--- src/rtl/piso_pkg.sv ---
`default_nettype none
// ============================================================================
// Module  : piso_pkg
// Brief   : Shared FSM state type and counter-width helper for piso_serializer.
// Revision: 1.0
// ============================================================================
package piso_pkg;

   typedef enum logic [1:0] {
      IDLE  = 2'd0,
      SHIFT = 2'd1,
      GAP   = 2'd2
   } state_t;

   // Bits needed to hold 0..max_val, never less than one so zero-length counters stay legal.
   function automatic int cnt_width(input int max_val);
      int w;
      w = $clog2(max_val + 1);
      return (w < 1) ? 1 : w;
   endfunction

   localparam int c_DEF_WIDTH    = 5;
   localparam int c_DEF_DIV      = 1;
   localparam int c_DEF_GAP_BITS = 0;

endpackage
`default_nettype wire

--- src/rtl/piso_serializer_if.sv ---
`default_nettype none
// ============================================================================
// Module  : piso_serializer_if
// Brief   : Parallel word handshake plus serial output bundle.
// Revision: 1.0
// ============================================================================
interface piso_serializer_if #(
   parameter int WIDTH = 5
);
   logic [WIDTH-1:0] din;
   logic             din_valid;
   logic             din_ready;
   logic             so;
   logic             so_valid;
   logic             busy;
   logic             done;

   modport master (
      output din, din_valid,
      input  din_ready, so, so_valid, busy, done
   );

   modport slave (
      input  din, din_valid,
      output din_ready, so, so_valid, busy, done
   );
endinterface
`default_nettype wire

--- src/rtl/piso_serializer_bit_tick_gen.sv ---
`default_nettype none
// ============================================================================
// Module  : bit_tick_gen
// Brief   : Bit-time divider; ticks on the last clock of every DIV-clock bit.
// Revision: 1.0
// ============================================================================
module bit_tick_gen
   import piso_pkg::*;
#(
   parameter int DIV = 1
) (
   input  wire logic clk,
   input  wire logic rst,
   input  wire logic i_en,
   input  wire logic i_clr,
   output logic      o_tick
);
   localparam int             c_W    = cnt_width(DIV);
   localparam logic [c_W-1:0] c_LAST = c_W'(DIV - 1);

   logic [c_W-1:0] r_cnt;

   assign o_tick = i_en && (r_cnt == c_LAST);

   always_ff @(posedge clk or posedge rst) begin
      if (rst) begin
         r_cnt <= '0;
      end else if (i_clr || o_tick) begin
         r_cnt <= '0;
      end else if (i_en) begin
         r_cnt <= r_cnt + c_W'(1);
      end
   end
endmodule
`default_nettype wire

--- src/rtl/piso_serializer.sv ---
`default_nettype none
// ============================================================================
// Module  : piso_serializer
// Brief   : Parallel-in/serial-out stage with DIV-clock bit-times and idle gap.
// Revision: 1.0
// ============================================================================
module piso_serializer
   import piso_pkg::*;
#(
   parameter int WIDTH     = c_DEF_WIDTH,
   parameter int DIV       = c_DEF_DIV,
   parameter int LSB_FIRST = 1,
   parameter int GAP_BITS  = c_DEF_GAP_BITS
) (
   input wire logic          clk,
   input wire logic          rst,
   piso_serializer_if.slave  bus
);
   localparam int                 c_BIT_W    = $clog2(WIDTH);
   localparam logic [c_BIT_W-1:0] c_BIT_LAST = c_BIT_W'(WIDTH - 1);
   localparam int                 c_GAP_LEN  = GAP_BITS * DIV;
   localparam int                 c_GAP_W    = cnt_width(c_GAP_LEN);
   localparam logic [c_GAP_W-1:0] c_GAP_LAST = c_GAP_W'((c_GAP_LEN > 0) ? c_GAP_LEN - 1 : 0);

   state_t             r_state;
   state_t             w_next;
   logic [WIDTH-1:0]   r_shreg;
   logic [c_BIT_W-1:0] r_bit_cnt;
   logic [c_GAP_W-1:0] r_gap_cnt;
   logic               r_so;

   logic             w_tick;
   logic             w_word_end;
   logic             w_ready;
   logic             w_accept;
   logic             w_gap_end;
   logic             w_first_bit;
   logic             w_next_bit;
   logic [WIDTH-1:0] w_shifted;

   bit_tick_gen #(.DIV(DIV)) u_tick (
      .clk    (clk),
      .rst    (rst),
      .i_en   (r_state == SHIFT),
      .i_clr  (r_state != SHIFT),
      .o_tick (w_tick)
   );

   generate
      if (LSB_FIRST != 0) begin : g_lsb
         assign w_first_bit = bus.din[0];
         assign w_next_bit  = r_shreg[1];
         assign w_shifted   = {1'b0, r_shreg[WIDTH-1:1]};
      end else begin : g_msb
         assign w_first_bit = bus.din[WIDTH-1];
         assign w_next_bit  = r_shreg[WIDTH-2];
         assign w_shifted   = {r_shreg[WIDTH-2:0], 1'b0};
      end
   endgenerate

   assign w_word_end = (r_state == SHIFT) && w_tick && (r_bit_cnt == c_BIT_LAST);
   // With no gap the last bit-time doubles as an accept slot so words stream without a bubble.
   assign w_ready    = (r_state == IDLE) || (w_word_end && (GAP_BITS == 0));
   assign w_accept   = bus.din_valid && w_ready;
   assign w_gap_end  = (r_state == GAP) && (r_gap_cnt == c_GAP_LAST);

   assign bus.din_ready = w_ready;
   assign bus.so        = r_so;
   assign bus.so_valid  = (r_state == SHIFT) && w_tick;
   assign bus.busy      = (r_state != IDLE);
   assign bus.done      = w_word_end;

   always_ff @(posedge clk or posedge rst) begin
      if (rst) begin
         r_state <= IDLE;
      end else begin
         r_state <= w_next;
      end
   end

   always_comb begin
      w_next = r_state;
      case (r_state)
         IDLE: begin
            if (w_accept) w_next = SHIFT;
         end
         SHIFT: begin
            if (w_word_end) begin
               if (GAP_BITS > 0)  w_next = GAP;
               else if (w_accept) w_next = SHIFT;
               else               w_next = IDLE;
            end
         end
         GAP: begin
            if (w_gap_end) w_next = IDLE;
         end
         default: w_next = IDLE;
      endcase
   end

   always_ff @(posedge clk or posedge rst) begin
      if (rst) begin
         r_shreg   <= '0;
         r_bit_cnt <= '0;
         r_gap_cnt <= '0;
         r_so      <= 1'b0;
      end else begin
         if (w_accept) begin
            r_shreg   <= bus.din;
            r_so      <= w_first_bit;
            r_bit_cnt <= '0;
         end else if ((r_state == SHIFT) && w_tick) begin
            if (r_bit_cnt == c_BIT_LAST) begin
               r_bit_cnt <= '0;
               if (GAP_BITS > 0) r_so <= 1'b0;
            end else begin
               r_shreg   <= w_shifted;
               r_so      <= w_next_bit;
               r_bit_cnt <= r_bit_cnt + c_BIT_W'(1);
            end
         end

         if ((r_state == GAP) && !w_gap_end) begin
            r_gap_cnt <= r_gap_cnt + c_GAP_W'(1);
         end else begin
            r_gap_cnt <= '0;
         end
      end
   end
endmodule
`default_nettype wire

--- src/flat_wrapper.sv ---
// flat-port wrapper written by rule: the top's interface ports become plain ports
module piso_serializer_flat import piso_pkg::*;
#(
   parameter int WIDTH     = c_DEF_WIDTH,
   parameter int DIV       = c_DEF_DIV,
   parameter int LSB_FIRST = 1,
   parameter int GAP_BITS  = c_DEF_GAP_BITS
)
  (clk, rst, bus_din, bus_din_valid, bus_din_ready, bus_so, bus_so_valid, bus_busy, bus_done);
  piso_serializer_if #(.WIDTH(WIDTH)) bus_i ();
  input wire logic clk;
  input wire logic rst;
  input wire logic [$bits(bus_i.din)-1:0] bus_din;
  input wire logic [$bits(bus_i.din_valid)-1:0] bus_din_valid;
  output wire logic [$bits(bus_i.din_ready)-1:0] bus_din_ready;
  output wire logic [$bits(bus_i.so)-1:0] bus_so;
  output wire logic [$bits(bus_i.so_valid)-1:0] bus_so_valid;
  output wire logic [$bits(bus_i.busy)-1:0] bus_busy;
  output wire logic [$bits(bus_i.done)-1:0] bus_done;
  assign bus_i.din = bus_din;
  assign bus_i.din_valid = bus_din_valid;
  assign bus_din_ready = bus_i.din_ready;
  assign bus_so = bus_i.so;
  assign bus_so_valid = bus_i.so_valid;
  assign bus_busy = bus_i.busy;
  assign bus_done = bus_i.done;
  piso_serializer #(.WIDTH(WIDTH), .DIV(DIV), .LSB_FIRST(LSB_FIRST), .GAP_BITS(GAP_BITS)) u_core (.clk(clk), .rst(rst), .bus(bus_i));
endmodule
--- config.mk ---
export PLATFORM = sky130hd
export DESIGN_NAME = piso_serializer_flat
export DESIGN_NICKNAME = d
export VERILOG_FILES = /design/src/rtl/piso_pkg.sv /design/src/rtl/piso_serializer_if.sv /design/src/rtl/piso_serializer_bit_tick_gen.sv /design/src/rtl/piso_serializer.sv /design/src/flat_wrapper.sv
export SDC_FILE = /design/constraint.sdc
export NUM_CORES = 1
export LEC_CHECK = 0
export CAP_MARGIN = 40
export CORE_AREA = 2 2 39 41
export CTS_CLUSTER_DIAMETER = 200
export DETAILED_ROUTE_END_ITERATION = 16
export DIE_AREA = 0 0 41 43
export PLACE_DENSITY = 0.74
export SLEW_MARGIN = 20
export SYNTH_ARGS = -nofsm -noshare
export SYNTH_HDL_FRONTEND = slang
export SYNTH_SLANG_ARGS = --single-unit
--- constraint.sdc ---
create_clock -name clk -period 4.05 [get_ports clk]
set_clock_uncertainty 0.2 [all_clocks]
set_input_delay 0.81 -clock clk [delete_from_list [all_inputs] [get_ports clk]]
set_output_delay 0.81 -clock clk [all_outputs]
set_load 0.05 [all_outputs]
==> results.toml, run 1 <==
[setup_path]
required_ns = 3.04
path_class = "reg -> out"
startpoint_type = "register"
crit_chain = "inv_1 -> ha_1 -> nand2_2 -> o21ai_0 -> clkdlybuf4s50_1"
path_max_fanout = 7
timing.rr.start = "u_core.r_bit_cnt[1]"
arrival_ns = 2.19
crit_start = "u_core.r_bit_cnt[1]"
path_buf_inv = 2
critPathMaxStageDelay_ns = 0.85
crit_family = "buffers and inverters"
critPathSlowestCell = "clkdlybuf4s50_1"
crit_path_end_kind = "output port"

[sta]
rsz0062_at_grt = "false"
timing.final.crit_period_ns = 3.20
clock.fmax_ghz = 0.313
setup-tns-final_ns = 0
setup_slack_ns = 0.850
maxSlewViolCount = 0
setup_viol = 0
hold_viol = 0
period_share_pct = 79.0

[logic_synthesis]
synth_nets = 58
syn_inst = 48
synth_warnings = 0
synthTopCellsByArea = "dfrtp_1, o221a_1, ha_1"
syn_area_sq_um = 519
ys_async_sr_fraction_pct = 100
yosysMostFrequentCell = "dfrtp_1"
ys_ff_latch = 10
yosys.area.top_type = "dfrtp_1"
synth-edff-count = 0
postSynthAreaPerCell_sq_um = 10.8
synthFlopType = "dfrtp_1"
ys_seq_area_share_pct = 48.2
synthTopCellsByCount = "dfrtp_1, o21ai_0, inv_1, nand3_1, o221a_1"
yosys.area.top_type_share_pct = 48.2
yosys.cell_types.count = 22

[clocking]
cts-root-buf = "clkbuf_4"
clk_path_buf_depth = 2
post-cts-setup-buffer-count = 0
htreeDepth = 1
cts_tree = "done"
cts-buffers-inserted = 3
clk_pin_slew_ns = 0.06
insertion_delay_ns = 0.26
cts_hold_buf = 0
post_cts_resized = 0
clock_sinks = 10

[die]
fp-row-count = 14
ioPinCount = 13
die_w_microns = 41
die_h_microns = 43
coreArea_sq_um = 1380
die_area_sq_um = 1760
start_util_pct = 37.5

[pwr]
power.internal_uw = 253
worst_ir_drop_vdd_v = 0.000269
swShare_pct = 39.4
clkPwrFrac_pct = 16.0
power_switching_uw = 164
p_seq_share_pct = 39.2
p_leak_nw = 0.287
comb_power_share_pct = 44.8
power_density_nw_per_um2 = 622

[global_route]
track_usage_pct = 15.6
grt_pass1_vias = 405
gr-total-overflow = 0
grt_pass1_wl_microns = 1780
antenna_found_initial = 0
grt_max_degree = 11

[drt]
drtIter0Drc = 9
wl_per_cell_microns = 13.4
antenna_left = 0
viasPerCell = 5.33
first_pass_iters = 4
drt_wl_total_microns = 1050
drc = 0
num_vias = 416

[hold_path]
hold_start = "u_core.r_shreg[3]"
hold_class = "reg -> reg"

[placement]
dp_worst_setup_slack_ns = 1.13
finalWeightedCongestion = 0.891
dp_hpwl_microns = 766
dp.cells = 75
io_buffer_count = 12
place_area_sq_um = 648

[cells_and_area]
area_growth_pct = 29.2
diodes = 0
stdcell_count = 78
layout.nets = 74
drive_gt1_share_pct = 12.9
finalInstanceArea_sq_um = 671

[run_status]
status = "complete, no violations"

[flow_run]
max_cap_violations = 0
==> worst paths after layout <==
| kind | to | slack (ns) | cells past startpoint |
|---|---|---|---|
| max reg2reg | u_core.r_shreg[0] | 2.37 | 5 |
| min reg2reg | u_core.r_shreg[3] | 0.34 | 1 |
| min in group asynchronous | u_core.r_bit_cnt[2] | 0.62 | 2 |
| min | u_core.r_shreg[3] | 0.34 | 1 |
| max in group asynchronous | u_core.r_state[0] | 2.75 | 2 |
| max | bus_din_ready | 0.85 | 5 |
==> cell usage in the layout (no fill, tap or decap), drive strengths merged, types with 2 or more instances in the layout <==
| cell | instances |
|---|---|
| a21oi | 2 |
| clkbuf | 3 |
| clkdlybuf4s50 | 12 |
| dfrtp | 10 |
| ha | 2 |
| inv | 4 |
| nand2 | 2 |
| nand3 | 4 |
| nand3b | 3 |
| nor2 | 2 |
| nor2b | 2 |
| o21ai | 5 |
| o221a | 4 |
==> through the flow <==
step / total power, mW / util, % / hold WS (ns)
2_1_floorplan: 0.299 / - / 0.305
3_3_place_gp: 0.346 / 46.8 / 0.327
3_5_place_dp: 0.351 / 46.8 / 0.325
4_1_cts: 0.422 / 48.5 / 0.344
5_1_grt: 0.449 / 48.5 / 0.368
6_report: 0.417 / 48.5 / 0.344
==> metal layers <==
metal	wire [microns]	vias to the layer above	share of wire (%)	global-route usage, %
li1	-	200	-	-
met1	479	193	46	21.0
met2	465	19	44	20.6
met3	78	4	7.4	6.81
met4	24	0	2.3	8.00
met5	0	-	0	0
==> power groups by stage <==
stage                     Clock [mW]  Sequential, mW  Combinational [mW]
after CTS                     0.0703           0.164               0.188
after floorplan                    0           0.179               0.120
final                         0.0669           0.164               0.187
after global placement             0           0.164               0.182
after global routing          0.0743           0.170               0.205
after detailed placement           0           0.165               0.187
==> cell type report <==
cell class / count / area [sq um]
clock buffers: 3 / 22.5
fillers: 137 / 713
inverters: 4 / 15.0
multi-input cells: 33 / 243
flip-flops and latches: 10 / 250
well taps: 16 / 20.0
repair buffers: 12 / 120
==> state kept, by name, indices dropped and copies added, names as in the netlist <==
| signal | flops |
|---|---|
| u_core.r_state | 1 |
| u_core.r_bit_cnt | 3 |
| u_core.u_tick.r_cnt | 1 |
| u_core.r_shreg | 5 |
==> cells by family (layout without fill, tap and decap cells) <==
kind of cell	after synthesis	count (layout)	synth area share (%)
buf+inv	5	19	5.06
compound gates	13	13	18.8
mux	1	1	1.93
simple gates	16	16	20.5
fa+ha+maj	2	2	4.82
other cells	1	1	0.722
flops	10	10	48.2
No activity file was read; power rests on OpenSTA's default activity.
==> run 2: changes to the inputs <==
Settings changed: PLACE_DENSITY 0.74 to 0.76.
Clock period 4.05 ns to 2.68 ns, I/O delays scaled along.
==> results.toml, run 2 (synthesis gave the netlist of run 1 again) <==
[pwr]
worst_ir_drop_vdd_v = 0.000377
power_density_nw_per_um2 = 938
p_leak_nw = 0.294

[drt]
viasPerCell = 5.31
drc = 0
first_pass_iters = 4
drt_wl_total_microns = 1020
num_vias = 414
drtIter0Drc = 6
wl_per_cell_microns = 13.0
antenna_left = 0

[clocking]
clk_path_buf_depth = 2
clock_sinks = 10
post_cts_resized = 0
post-cts-setup-buffer-count = 0
htreeDepth = 1
cts-buffers-inserted = 3
insertion_delay_ns = 0.26
clk_pin_slew_ns = 0.06
cts-root-buf = "clkbuf_4"
cts_hold_buf = 0
cts_tree = "done"

[die]
die_h_microns = 43
coreArea_sq_um = 1380
die_area_sq_um = 1760
die_w_microns = 41
fp-row-count = 14
start_util_pct = 37.5
ioPinCount = 13

[cells_and_area]
diodes = 0
finish.utilization_pct = 49.0
area_growth_pct = 30.6
top_register = "u_core.r_shreg"
drive_gt1_share_pct = 16.1
top_regs = "u_core.r_shreg (5), u_core.r_bit_cnt (3)"
layout.nets = 74
final_cell_mix = "clkdlybuf4s50_1, dfrtp_1, o21ai_0"
fill_cells = 139
largest_register_ffs = 5

[global_route]
gr-total-overflow = 0
grt_pass1_wl_microns = 1680
antenna_found_initial = 0
track_usage_pct = 14.8
grt_pass1_vias = 383
grt_max_degree = 11

[setup_path]
crit_path_end_kind = "output port"
startpoint_type = "register"
path_class = "reg -> out"
arrival_ns = 1.85
path_max_fanout = 10
required_ns = 1.94

[flow_run]
max_cap_violations = 0

[sta]
max-slew-margin-rel_pct = 66.4
rsz0062_at_grt = "false"
clock.fmax_ghz = 0.387
worst_slew_pin_slew_ns = 0.502
setup-tns-final_ns = 0
maxSlewViolCount = 0
setup_viol = 0
hold_viol = 0
timing.final.crit_period_ns = 2.58
period_share_pct = 96.3
timing.hold.ws_ns = 0.351

[hold_path]
hold_class = "in -> async"

[placement]
finalWeightedCongestion = 0.738
io_buffer_count = 12

[run_status]
status = "complete, no violations"
## run 2: cell count changes in the layout (fill, tap and decap cells not counted), sizes merged
| cell | change |
|---|---|
| clkdlybuf4s50 | -2 |
| buf | +2 |
## run 2: per-layer routing
metal / wire length (microns) / up-vias / GRT usage [%]
li1: - / 203 / -
met1: 426 / 190 / 16.9
met2: 471 / 16 / 20.0
met3: 90 / 5 / 8.38
met4: 26 / 0 / 10.0
met5: 0 / - / 0
## run 2: layout make-up
class	count	area [sq um]	share of cell area (%)
tap	16	20.0	2.95
clock buffer	3	22.5	3.32
inverter	4	15.0	2.21
multi-input combinational	33	243	35.8
sequential	10	250	36.9
timing repair buffer	12	128	18.8
## run 2: per-stage QoR
| stage | worst slack [ns] | power, mW | std cells | cell area [sq um] |
|---|---|---|---|---|
| 6_report | 0.0984 | 0.636 | 78 | 678 |
| 5_1_grt | 0.00154 | 0.684 | 78 | 678 |
| 4_1_cts | 0.0924 | 0.644 | 78 | 678 |
| 3_5_place_dp | 0.388 | 0.543 | 75 | 656 |
| 3_3_place_gp | 0.431 | 0.534 | 75 | 656 |
| 2_1_floorplan | 0.0325 | 0.452 | 48 | 519 |
## run 2: final timing paths
| kind | start | to | slack (ns) | depth (start not counted) |
|---|---|---|---|---|
| min reg2reg | u_core.r_shreg[4] | u_core.r_shreg[4] | 0.35 | 2 |
| max reg2reg | u_core.r_bit_cnt[0] | u_core.r_state[0] | 0.99 | 5 |
| min | rst | u_core.r_shreg[1] | 0.35 | 2 |
| max in group asynchronous | rst | u_core.r_bit_cnt[2] | 1.64 | 2 |
| max | u_core.r_state[0] | bus_so_valid | 0.1 | 2 |
| min in group clk | u_core.r_shreg[4] | u_core.r_shreg[4] | 0.35 | 2 |
## run 2: worst max-delay path: stages (launching register included)
cell,delay [ns]
dfrtp_1,0.44
nor2b_4,0.30
clkdlybuf4s50_1,0.85
## run 2: power by group
group	total [mW]	internal (mW)	switching (mW)	leakage, nW
combinational	0.289	0.131	0.159	0.163
clock	0.0983	0.0516	0.0466	0.0138
sequential	0.249	0.208	0.0410	0.117
total	0.636	0.390	0.247	0.294
==> run 3: changes to the inputs <==
Settings changed: CTS_BUF_LIST set to sky130_fd_sc_hd__clkbuf_4, PLACE_DENSITY 0.76 to unset, PLACE_DENSITY_LB_ADDON set to 0.2.
==> results.toml, run 3 (synthesis gave the netlist of run 1 again) <==
[run_status]
status = "complete, no violations"

[pwr]
worst_ir_drop_vdd_v = 0.000559
swShare_pct = 38.7
p_leak_nw = 0.296
power.internal_uw = 392
comb_power_share_pct = 45.5
power_density_nw_per_um2 = 938
power_switching_uw = 247
power_uw = 640
p_seq_share_pct = 38.3
clkPwrFrac_pct = 16.2

[clocking]
insertion_delay_ns = 0.26
cts_tree = "done"
cts_hold_buf = 0
cts-buffers-inserted = 3
post-cts-setup-buffer-count = 0
clk_path_buf_depth = 2
htreeDepth = 1
cts-root-buf = "clkbuf_4"
post_cts_resized = 0
clock_sinks = 10
clk_pin_slew_ns = 0.07

[cells_and_area]
top_register = "u_core.r_shreg"
diodes = 0
fill_cells = 148
finalInstanceArea_sq_um = 682
area_growth_pct = 31.3
largest_register_ffs = 5
finish.utilization_pct = 49.3
layout.nets = 74
drive_gt1_share_pct = 15.9
final_cell_mix = "clkdlybuf4s50_1, dfrtp_1, o21ai_0"
top_regs = "u_core.r_shreg (5), u_core.r_bit_cnt (3)"

[global_route]
grt_pass1_wl_microns = 1690
gr-total-overflow = 0
grt_pass1_vias = 401
grt_max_degree = 11
track_usage_pct = 14.6
antenna_found_initial = 0

[sta]
maxSlewViolCount = 0
rsz0062_at_grt = "false"
setup-tns-final_ns = 0
clock.fmax_ghz = 0.391
period_share_pct = 95.5
max-slew-margin-rel_pct = 66.5
worst_slew_pin_slew_ns = 0.501
hold_viol = 0
timing.final.crit_period_ns = 2.56
setup_viol = 0

[placement]
io_buffer_count = 12
dp_hpwl_microns = 722
place_area_sq_um = 656
finalWeightedCongestion = 0.665

[setup_path]
critPathSlowestCell = "clkdlybuf4s50_1"
arrival_ns = 1.82
path_max_fanout = 10
critPathMaxStageDelay_ns = 0.85
startpoint_type = "register"
crit_path_end_kind = "output port"
required_ns = 1.94
path_class = "reg -> out"
path_buf_inv = 1
crit_family = "buffers and inverters"
crit_chain = "nor2b_4 -> clkdlybuf4s50_1"

[drt]
drc = 0
first_pass_iters = 2
viasPerCell = 5.05
wl_per_cell_microns = 12.0
drt_wl_total_microns = 950
drtIter0Drc = 7
antenna_left = 0
num_vias = 399

[die]
die_area_sq_um = 1760
coreArea_sq_um = 1380
die_w_microns = 41
fp-row-count = 14
ioPinCount = 13
die_h_microns = 43
start_util_pct = 37.5

[hold_path]
hold_class = "in -> async"

[flow_run]
max_cap_violations = 0
-- run 3: cell count changes in the layout (fill, tap and decap cells not counted) --
cell / delta
clkinv_1: +1
-- run 3: path summary, 6_finish.rpt --
| check | end | slack, ns | depth (start not counted) | startpoint |
|---|---|---|---|---|
| setup / recovery | bus_so_valid | 0.12 | 2 | u_core.r_state[0] |
| hold / removal | u_core.r_bit_cnt[0] | 0.34 | 2 | rst |
| setup reg to reg | u_core.r_shreg[1] | 1.00 | 5 | u_core.r_bit_cnt[0] |
| hold reg to reg | u_core.r_shreg[4] | 0.34 | 2 | u_core.r_shreg[4] |
| max in group asynchronous | u_core.r_state[0] | 1.66 | 2 | rst |
| min in group clk | u_core.r_shreg[4] | 0.34 | 2 | u_core.r_shreg[4] |
-- run 3: worst register-to-register path, delay by kind of cell (launching register included) --
family | cells | cell delay [ns]
buf+inv | 1 | 0.09
compound gates | 2 | 0.51
flops | 1 | 0.39
simple gates | 1 | 0.13
fa+ha+maj | 1 | 0.25
-- run 3: per-layer routing --
metal	GRT usage (%)	up-vias	wire length [microns]
li1	-	202	-
met5	0	-	0
met3	7.85	0	82
met4	4.00	0	0
met1	18.5	183	445
met2	20.9	14	422
-- run 3: stage by stage --
step	cells	setup slack, ns	hold slack, ns
6_report	79	0.120	0.340
5_1_grt	79	0.0154	0.364
4_1_cts	79	0.106	0.349
3_5_place_dp	75	0.390	0.326
3_3_place_gp	75	0.406	0.332
2_1_floorplan	48	0.0325	0.176
-- run 3: layout make-up --
type,instances,area (sq um),area share [%]
clock buffers,3,22.5,3.30
clock inverters,1,3.75,0.550
inverters,4,15.0,2.20
multi-input cells,33,243,35.6
flip-flops and latches,10,250,36.7
well taps,16,20.0,2.94
repair buffers,12,128,18.7
-- run 3: power groups by stage --
stage | combinational (mW) | clock (mW) | sequential (mW)
after floorplan | 0.181 | 0 | 0.270
after global placement | 0.290 | 0 | 0.247
after detailed placement | 0.294 | 0 | 0.248
after CTS | 0.295 | 0.108 | 0.246
after global routing | 0.322 | 0.118 | 0.254
final | 0.291 | 0.104 | 0.245
